**config.mk**
```make
export PLATFORM = sky130hd
export DESIGN_NAME = pong_match_ctrl
export DESIGN_NICKNAME = d
export VERILOG_FILES = /design/src/rtl/pong_pkg.sv /design/src/rtl/key_edge.sv /design/src/rtl/pong_match_ctrl.sv
export SDC_FILE = /design/constraint.sdc
export NUM_CORES = 1
export LEC_CHECK = 0
export CAP_MARGIN = 30
export CORE_UTILIZATION = 52
export DETAILED_ROUTE_END_ITERATION = 6
export PLACE_DENSITY = 0.86
export SYNTH_ARGS = -nofsm -noshare
export SYNTH_HDL_FRONTEND = slang
export SYNTH_SLANG_ARGS = --single-unit
```
**constraint.sdc**
```tcl
create_clock -name clock -period 2.45 [get_ports clock]
set_input_delay 0.245 -clock clock [delete_from_list [all_inputs] [get_ports clock]]
set_output_delay 0.245 -clock clock [all_outputs]
set_load 0.01 [all_outputs]
```
**src/rtl/pong_pkg.sv**
```systemverilog
// Shared encodings for the pong match controller: FSM state codes and ball speed format.
// Pure declarations; no timing, no flow control.
// Imported by pong_match_ctrl and its sub-modules.
package pong_pkg;

    typedef enum logic [2:0] {
        IDLE  = 3'd0,
        SERVE = 3'd1,
        PLAY  = 3'd2,
        POINT = 3'd3,
        OVER  = 3'd4
    } match_state_t;

    localparam int SPEED_W = 3;
    localparam logic [SPEED_W-1:0] SPEED_INIT = 3'd1;

    // Saturating speed step used when a rally crosses a speed-up boundary.
    function automatic logic [SPEED_W-1:0] speed_step(input logic [SPEED_W-1:0] cur,
                                                      input logic [SPEED_W-1:0] ceiling);
        return (cur < ceiling) ? cur + 1'b1 : cur;
    endfunction

endpackage

```
**src/rtl/key_edge.sv**
```systemverilog
// Two-flop synchronizer for an asynchronous push-button plus registered rising-edge pulse.
// Latency: 3 clocks from key to pulse (two sync stages + edge register).
// No backpressure: pulse is one clock wide per press.
module key_edge (
    input  logic clock,
    input  logic reset,
    input  logic key,
    output logic pulse
);

    logic sync_1;
    logic sync_2;
    logic sync_2_d;

    always_ff @(posedge clock) begin
        if (!reset) begin
            sync_1   <= 1'b0;
            sync_2   <= 1'b0;
            sync_2_d <= 1'b0;
            pulse    <= 1'b0;
        end else begin
            sync_1   <= key;
            sync_2   <= sync_1;
            sync_2_d <= sync_2;
            pulse    <= sync_2 & ~sync_2_d;
        end
    end

endmodule

```
**src/rtl/pong_match_ctrl.sv**
```systemverilog
// Pong match sequencer: serve/rally/point/game-over flow, scores, ball gating and speed-up.
// Latency: all outputs registered, one clock after the causing input; start is 4 clocks after start_key.
// No backpressure; PONG_SPEEDUP_EN enables hit counting and speed escalation (else speed fixed at 1).
module pong_match_ctrl
    import pong_pkg::*;
#(
    parameter int WIN_SCORE        = 7,
    parameter int SCORE_W          = 4,
    parameter int SERVE_FRAMES     = 60,
    parameter int POINT_FRAMES     = 90,
    parameter int HITS_PER_SPEEDUP = 4,
    parameter int SPEED_MAX        = 4
) (
    input  logic               clock,
    input  logic               reset,
    input  logic               frame_tick,
    input  logic               start_key,
    input  logic               miss_top,
    input  logic               miss_bottom,
    input  logic               paddle_hit,
    output logic               ball_run,
    output logic               ball_recentre,
    output logic               serve_down,
    output logic [SPEED_W-1:0] speed,
    output logic [SCORE_W-1:0] score_top,
    output logic [SCORE_W-1:0] score_bottom,
    output logic               game_over,
    output logic               winner,
    output logic [2:0]         state
);

    localparam int FRAME_MAX = (SERVE_FRAMES > POINT_FRAMES) ? SERVE_FRAMES : POINT_FRAMES;
    localparam int FRAME_W   = $clog2(FRAME_MAX + 1);

    logic start;

    key_edge u_start_edge (
        .clock (clock),
        .reset (reset),
        .key   (start_key),
        .pulse (start)
    );

    match_state_t       fsm;
    logic [FRAME_W-1:0] frame_cnt;

    // Simultaneous misses cancel each other; any miss masks a paddle hit.
    logic point_bottom;
    logic point_top;
    logic any_miss;

    assign point_bottom = miss_top & ~miss_bottom;
    assign point_top    = miss_bottom & ~miss_top;
    assign any_miss     = miss_top | miss_bottom;

`ifdef PONG_SPEEDUP_EN
    localparam int HIT_W = $clog2(HITS_PER_SPEEDUP + 1);

    logic [HIT_W-1:0]   hit_cnt;
    logic [SPEED_W-1:0] speed_q;

    assign speed = speed_q;
`else
    logic unused_paddle_hit;

    assign speed             = SPEED_INIT;
    assign unused_paddle_hit = paddle_hit;
`endif

    assign state = fsm;

    always_ff @(posedge clock) begin
        if (!reset) begin
            fsm           <= IDLE;
            frame_cnt     <= '0;
            ball_run      <= 1'b0;
            ball_recentre <= 1'b0;
            serve_down    <= 1'b1;
            score_top     <= '0;
            score_bottom  <= '0;
            game_over     <= 1'b0;
            winner        <= 1'b0;
`ifdef PONG_SPEEDUP_EN
            hit_cnt       <= '0;
            speed_q       <= SPEED_INIT;
`endif
        end else begin
            ball_recentre <= 1'b0;
            case (fsm)
                IDLE: begin
                    if (start) begin
                        score_top     <= '0;
                        score_bottom  <= '0;
                        ball_recentre <= 1'b1;
                        frame_cnt     <= '0;
                        fsm           <= SERVE;
`ifdef PONG_SPEEDUP_EN
                        hit_cnt       <= '0;
                        speed_q       <= SPEED_INIT;
`endif
                    end
                end
                SERVE: begin
                    if (frame_tick) begin
                        if (frame_cnt == FRAME_W'(SERVE_FRAMES - 1)) begin
                            frame_cnt <= '0;
                            ball_run  <= 1'b1;
                            fsm       <= PLAY;
                        end else begin
                            frame_cnt <= frame_cnt + 1'b1;
                        end
                    end
                end
                PLAY: begin
                    if (point_bottom || point_top) begin
                        ball_run  <= 1'b0;
                        frame_cnt <= '0;
                        if (point_bottom) begin
                            score_bottom <= score_bottom + 1'b1;
                            serve_down   <= 1'b0;
                        end else begin
                            score_top    <= score_top + 1'b1;
                            serve_down   <= 1'b1;
                        end
                        if ((point_bottom && (score_bottom + 1'b1 == SCORE_W'(WIN_SCORE))) ||
                            (point_top && (score_top + 1'b1 == SCORE_W'(WIN_SCORE)))) begin
                            game_over <= 1'b1;
                            winner    <= point_bottom;
                            fsm       <= OVER;
                        end else begin
                            fsm       <= POINT;
                        end
                    end
`ifdef PONG_SPEEDUP_EN
                    else if (paddle_hit && !any_miss) begin
                        if (hit_cnt == HIT_W'(HITS_PER_SPEEDUP - 1)) begin
                            hit_cnt <= '0;
                            speed_q <= speed_step(speed_q, SPEED_W'(SPEED_MAX));
                        end else begin
                            hit_cnt <= hit_cnt + 1'b1;
                        end
                    end
`endif
                end
                POINT: begin
                    if (frame_tick) begin
                        if (frame_cnt == FRAME_W'(POINT_FRAMES - 1)) begin
                            frame_cnt     <= '0;
                            ball_recentre <= 1'b1;
                            fsm           <= SERVE;
`ifdef PONG_SPEEDUP_EN
                            hit_cnt       <= '0;
                            speed_q       <= SPEED_INIT;
`endif
                        end else begin
                            frame_cnt <= frame_cnt + 1'b1;
                        end
                    end
                end
                OVER: begin
                    if (start) begin
                        score_top     <= '0;
                        score_bottom  <= '0;
                        game_over     <= 1'b0;
                        winner        <= 1'b0;
                        serve_down    <= 1'b1;
                        ball_recentre <= 1'b1;
                        frame_cnt     <= '0;
                        fsm           <= SERVE;
`ifdef PONG_SPEEDUP_EN
                        hit_cnt       <= '0;
                        speed_q       <= SPEED_INIT;
`endif
                    end
                end
                default: begin
                    fsm      <= IDLE;
                    ball_run <= 1'b0;
                end
            endcase
        end
    end

endmodule
```
Word level (Yosys, flattened, before mapping)
Index checks and enable logic that the tools add are counted.
{"block": "word_totals", "regBits": 27, "input_bits": 7, "out_inout_bits": 19, "word_cells": 99}
{"block": "op_classes", "add_sub_neg": 3, "eq_ne": 18, "muxes": 41, "n_bitwise": 7, "reduce_logical": 17}
{"cell": "$mux W7", "n": 6}
{"cell": "$pmux W7 S4", "n": 1}
{"cell": "$mux W3", "n": 7}
{"cell": "$mux W4", "n": 5}
{"cell": "$ne A2 B2 Y1 const B", "n": 8}
{"cell": "$pmux W4 S2", "n": 2}
{"cell": "$reduce_and A4 Y1", "n": 4}
{"cell": "$mux W1", "n": 14}
{"cell": "$pmux W3 S4", "n": 1}
{"cell": "$add A4 B1 Y4 const B", "n": 2}
{"cell": "$eq A4 B3 Y1 const B", "n": 2}
{"cell": "$pmux W1 S2", "n": 4}
{"cell": "$add A7 B1 Y7 const B", "n": 1}
{"cell": "$eq A7 B6 Y1 const B", "n": 1}
{"cell": "$eq A7 B7 Y1 const B", "n": 1}
{"cell": "$eq A3 B2 Y1 const B", "n": 2}
{"cell": "$reduce_and A6 Y1", "n": 1}
{"cell": "$reduce_and A5 Y1", "n": 1}
{"cell": "$ne A2 B1 Y1 const B", "n": 2}
{"cell": "$not A1 Y1", "n": 4}
{"cell": "$reduce_bool A2 Y1", "n": 2}
{"cell": "$reduce_bool A4 Y1", "n": 1}
{"cell": "$and A1 B1 Y1", "n": 3}
{"cell": "$eq A3 B1 Y1 const B", "n": 1}
{"cell": "8 further kinds", "n": 10}

Depth between registers and ports, before layout
{"block": "logic_depth", "word_depth": 7, "ltp_mapped": 7, "depth_no_buf": 7}

Modules after synthesis
Synthesis repeated with hierarchy kept, for this count alone.
{"block": "unflattened", "hier_cells": 187, "area_unflattened_um2": 1576.5}
{"mod": "pong_match_ctrl", "instances": 1, "cells_each": 179, "area_each_um2": 1465.2, "seq_area_each_um2": 460.4}
{"mod": "key_edge", "instances": 1, "cells_each": 8, "area_each_um2": 111.4, "seq_area_each_um2": 80.1}

Worst setup path before layout
OpenSTA, ideal clock, no wires.
{"block": "synth_timing", "kind": "input to register", "from": "input port miss_top", "to": "register frame_cnt[4]", "setup_ns": 0.071, "arrival_time_ns": 1.698, "required_time_ns": 2.379, "slack_ns": 0.681, "cell_stages": 7, "n_path_buf": 0, "cell_sequence": "inv_1 -> ha_1 -> or3b_1 -> a21oi_4 -> nor2_2 -> or3_1 -> a21oi_1"}
{"block": "synth_via", "elab_chain_len": 5, "elab_cells_between_ends": 6, "classes_between": "1 x eq/ne; 3 x bitwise; 2 x reduce/logical"}
{"item": "start: declaration", "line": "pong_match_ctrl.sv:18", "source": "input logic miss_top,"}
{"item": "$not A1 Y1", "line": "pong_match_ctrl.sv:53", "source": "assign point_top = miss_bottom & ~miss_top;"}
{"item": "$and A1 B1 Y1", "line": "pong_match_ctrl.sv:53"}
{"item": "$logic_or A1 B1 Y1 *", "line": "pong_match_ctrl.sv:115", "source": "if (point_bottom || point_top) begin"}
{"item": "$ne A2 B2 Y1 (no line) *"}
{"item": "$reduce_and A5 Y1 (no line) *"}
{"item": "end signal: assignment", "line": "pong_match_ctrl.sv:110", "source": "frame_cnt <= frame_cnt + 1'b1;"}
{"item": "end signal: assignment", "line": "pong_match_ctrl.sv:156", "source": "frame_cnt <= frame_cnt + 1'b1;"}
{"item": "end: declaration", "line": "pong_match_ctrl.sv:45", "source": "logic [FRAME_W-1:0] frame_cnt;"}
Every way passes the cells marked *; elsewhere a longest branch is shown, timed or not.
A chain may end at the register's enable or synchronous reset.

Final worst setup path
{"block": "layout_timing", "from": "input port miss_top", "to": "register fsm[0], in the netlist state[0]"}
{"block": "layout_via", "elab_chain_len": 7, "elab_cells_between_ends": 12, "classes_between": "1 x eq/ne; 3 x mux; 3 x bitwise; 5 x reduce/logical"}
{"item": "$not A1 Y1", "line": "pong_match_ctrl.sv:53"}
{"item": "$and A1 B1 Y1", "line": "pong_match_ctrl.sv:53"}
{"item": "$logic_and A1 B1 Y1", "line": "pong_match_ctrl.sv:126", "source": "(point_top && (score_top + 1'b1 == SCORE_W'(WIN_SCORE)))) begin"}
{"item": "$logic_or A1 B1 Y1", "line": "pong_match_ctrl.sv:125", "source": "if ((point_bottom && (score_bottom + 1'b1 == SCORE_W'(WIN_SCORE))) ||"}
{"item": "$mux W3", "line": "pong_match_ctrl.sv:125"}
{"item": "$mux W3", "line": "pong_match_ctrl.sv:115"}
{"item": "$pmux W3 S4", "line": "pong_match_ctrl.sv:89", "source": "case (fsm)"}
{"item": "end signal: assignment", "line": "pong_match_ctrl.sv:96", "source": "fsm <= SERVE;"}
{"item": "end signal: assignment", "line": "pong_match_ctrl.sv:129", "source": "fsm <= OVER;"}
{"item": "end signal: assignment", "line": "pong_match_ctrl.sv:131", "source": "fsm <= POINT;"}
{"item": "end: declaration", "line": "pong_match_ctrl.sv:44", "source": "match_state_t fsm;"}
Several ways; a longest one is shown, not always the timed one. The select of a mux whose other input is x is not followed.

==> impl_metrics.yaml <==
run_status:
  status: "complete, no violations"
global_routing:
  antenna_found_initial: 0
  grt_overflow_total: 0
  grt_usage: 0.226
  grt_start_max_net_pins: 16
  grt_pass1_vias: 1294
  grt_pass1_wl_um: 5570
detailed_routing:
  vias_per_cell: 5.72
  post_drt_wl_per_cell_um: 13.8
  first_pass_iters: 4
  ant_nets: 0
  drt-initial-drc-count: 53
  drcViolationCount: 0
  vias: 1349
  routed_wl_um: 3270
sta:
  fin_skew_ns: 0.00317
  worst_pin_slew_ns: 0.541
  setup_viol: 0
  max_freq_mhz: 491
  finalMaxSlewViolations: 0
  period_share: 0.831
  min_period_ns: 2.03
  hold_viol: 0
  layout_setup_ws_ns: 0.415
  fin_tns_setup_ns: 0
  grt_setup_unrepaired: "no"
  relSlewSlack: 0.637
worst_setup_path:
  cp_data_arrival_time_ns: 2.31
  path_class: "in2reg"
  required_ns: 2.72
  reg2reg_depth: 5
  worstSetupEndpointType: "flop"
  path_max_fanout: 8
  worstSetupStartpointType: "input port"
clock_network:
  h-tree-depth: 1
  clk_pin_slew_ns: 0.14
  cts_tree: "yes"
  post-cts-setup-buffers: 0
  clk_latency_ns: 0.33
  ctsHoldBuffers: 0
  cts_resized: 0
  root_buffer: "clkbuf_4"
  clock_path_buffers: 2
  cts_buffers: 3
  cts_sinks: 27
logic_synthesis:
  netlist_instances: 182
  synth_cell_type_count: 49
  synthTopCellsByArea: "dfxtp_1 (36%), ha_1 (6.7%), nor2_1 (4.5%), nand2_1 (4.3%), o21ai_0 (3.7%)"
  ys_seq_area_frac: 0.363
  synth_xor_area_frac: 0.0353
  synth_adder_area_share: 0.0672
  synth_top_area_share: 0.363
  synth-seq-cells: 27
  synth_top_family_by_area: "simple AND/OR/NAND/NOR gates"
  syn_area_um2: 1490
  yosysTopAreaCell: "dfxtp_1"
  synth-main-ff-cell: "dfxtp_1"
  synthMuxAreaShare: 0.0143
  synth_most_common_cell: "dfxtp_1"
  synthSimpleGateAreaFrac: 0.266
  netlist_top_cells_count: "dfxtp_1 (27), nor2_1 (18), nand2_1 (17), o21ai_0 (11)"
  synth-edff-count: 0
  synth_compound_gate_area_share: 0.197
  synthArstFlopShare: 0
  yosys_warnings: 0
  avgSynthCellArea_um2: 8.18
min_path:
  min_path_cells: 1
  hold_class: "reg2reg"
placement:
  post-place-cells: 232
  gp_congestion: 0.829
  place_hpwl_um: 2420
  io_buffers: 21
  pre_cts_ws_ns: 0.119
power_and_ir_drop:
  vdd_drop_max_uv: 406
  power.leakage_nw: 0.638
  power.total_mw: 0.738
  powerDensity_nw_per_um2: 421
final_layout:
  nets: 221
  final_layout_size_suffix_gt1_frac: 0.0732
  layout.cells.non_filler: 236
  fillers: 245
  n_antenna_cell: 0
  area_growth_pct: 17.8
floorplanning:
  die-height_um: 55.5
  core_area_um2: 2730
  initial_core_util: 0.545
  num_rows: 19
  die-area_um2: 3080
  die_x_um: 55.5
  io_pins: 26
job:
  drv_cap: 0
==> cell usage in the layout (no fill, tap or decap), types with 2 or more instances in the layout <==
cell and n:
nand2_1 17, o21ai_1 3, a21o_1 2, nand3b_1 2, clkdlybuf4s50_1 21, ha_1 8, nand2b_1 4, clkbuf_4 3
a211oi_1 5, buf_4 4, o21ai_0 11, a21oi_1 9, nor2_1 18, dfxtp_1 27, nor2b_1 2, conb_1 3
a31oi_1 3, or3_1 3, nand4_1 2, or3b_1 2, and2_1 4, xor2_1 5, nor3_1 9, nand3_1 3
or2_2 2, inv_1 9
==> through the flow <==
stage | cell area (µm²) | utilization | hold WS, ns
finish | 1750 | 0.642 | 0.394
global route | 1750 | 0.642 | 0.408
CTS | 1750 | 0.642 | 0.400
detailed placement | 1730 | 0.632 | 0.381
global placement | 1730 | 0.632 | 0.375
floorplan | 1490 | - | 0.321
==> area by class of cell <==
cell class | count | area, µm² | area share
Multi-Input combinational cell | 140 | 875 | 0.499
Sequential cell | 27 | 541 | 0.308
Timing Repair Buffer | 25 | 240 | 0.137
Tap cell | 31 | 38.8 | 0.0221
Inverter | 9 | 33.8 | 0.0193
Clock buffer | 4 | 26.3 | 0.0150
==> registers in the layout, indices dropped and copies added (netlist names) <==
signal and flops:
ball_recentre 1, ball_run 1, frame_cnt 7, game_over 1, score_bottom 4, score_top 4, serve_down 1, state 3
u_start_edge.pulse 1, u_start_edge.sync_1 1, u_start_edge.sync_2 1, u_start_edge.sync_2_d 1, winner 1
==> critical path: stages <==
cell and delay [ns]:
clkdlybuf4s50_1 0.48, inv_1 0.05, ha_1 0.36, or3b_1 0.42
a21oi_4 0.15, nor2_2 0.10, or3_1 0.34, o21ai_1 0.16
==> layer usage <==
layer  wire [µm]  up-vias  GRT usage
li1            -      679          -
met1        1420      628      0.271
met2        1640       33      0.391
met3         130        9     0.0304
met4          81        0      0.118
met5           0        -          0
==> logic make-up after synthesis <==
group,count (synthesis)
compound gates,45
xor+xnor,6
fa+ha+maj,8
buf+inv,16
flops,27
mux,2
other cells,2
simple gates,76
==> power by group <==
part           switching, mW  internal, mW
clock network          0.131        0.0640
registers             0.0109         0.446
logic                 0.0495        0.0368
total                  0.191         0.547
==> final timing paths <==
kind / from / to / slack [ns]
worst max-delay path: miss_top / state[0] / 0.42
worst min-delay path: u_start_edge.sync_2_d / u_start_edge.pulse / 0.39
worst max register to register: state[1] / score_bottom[3] / 0.58
worst min register to register: u_start_edge.sync_2_d / u_start_edge.pulse / 0.39
No activity file was read; power rests on OpenSTA's default activity.
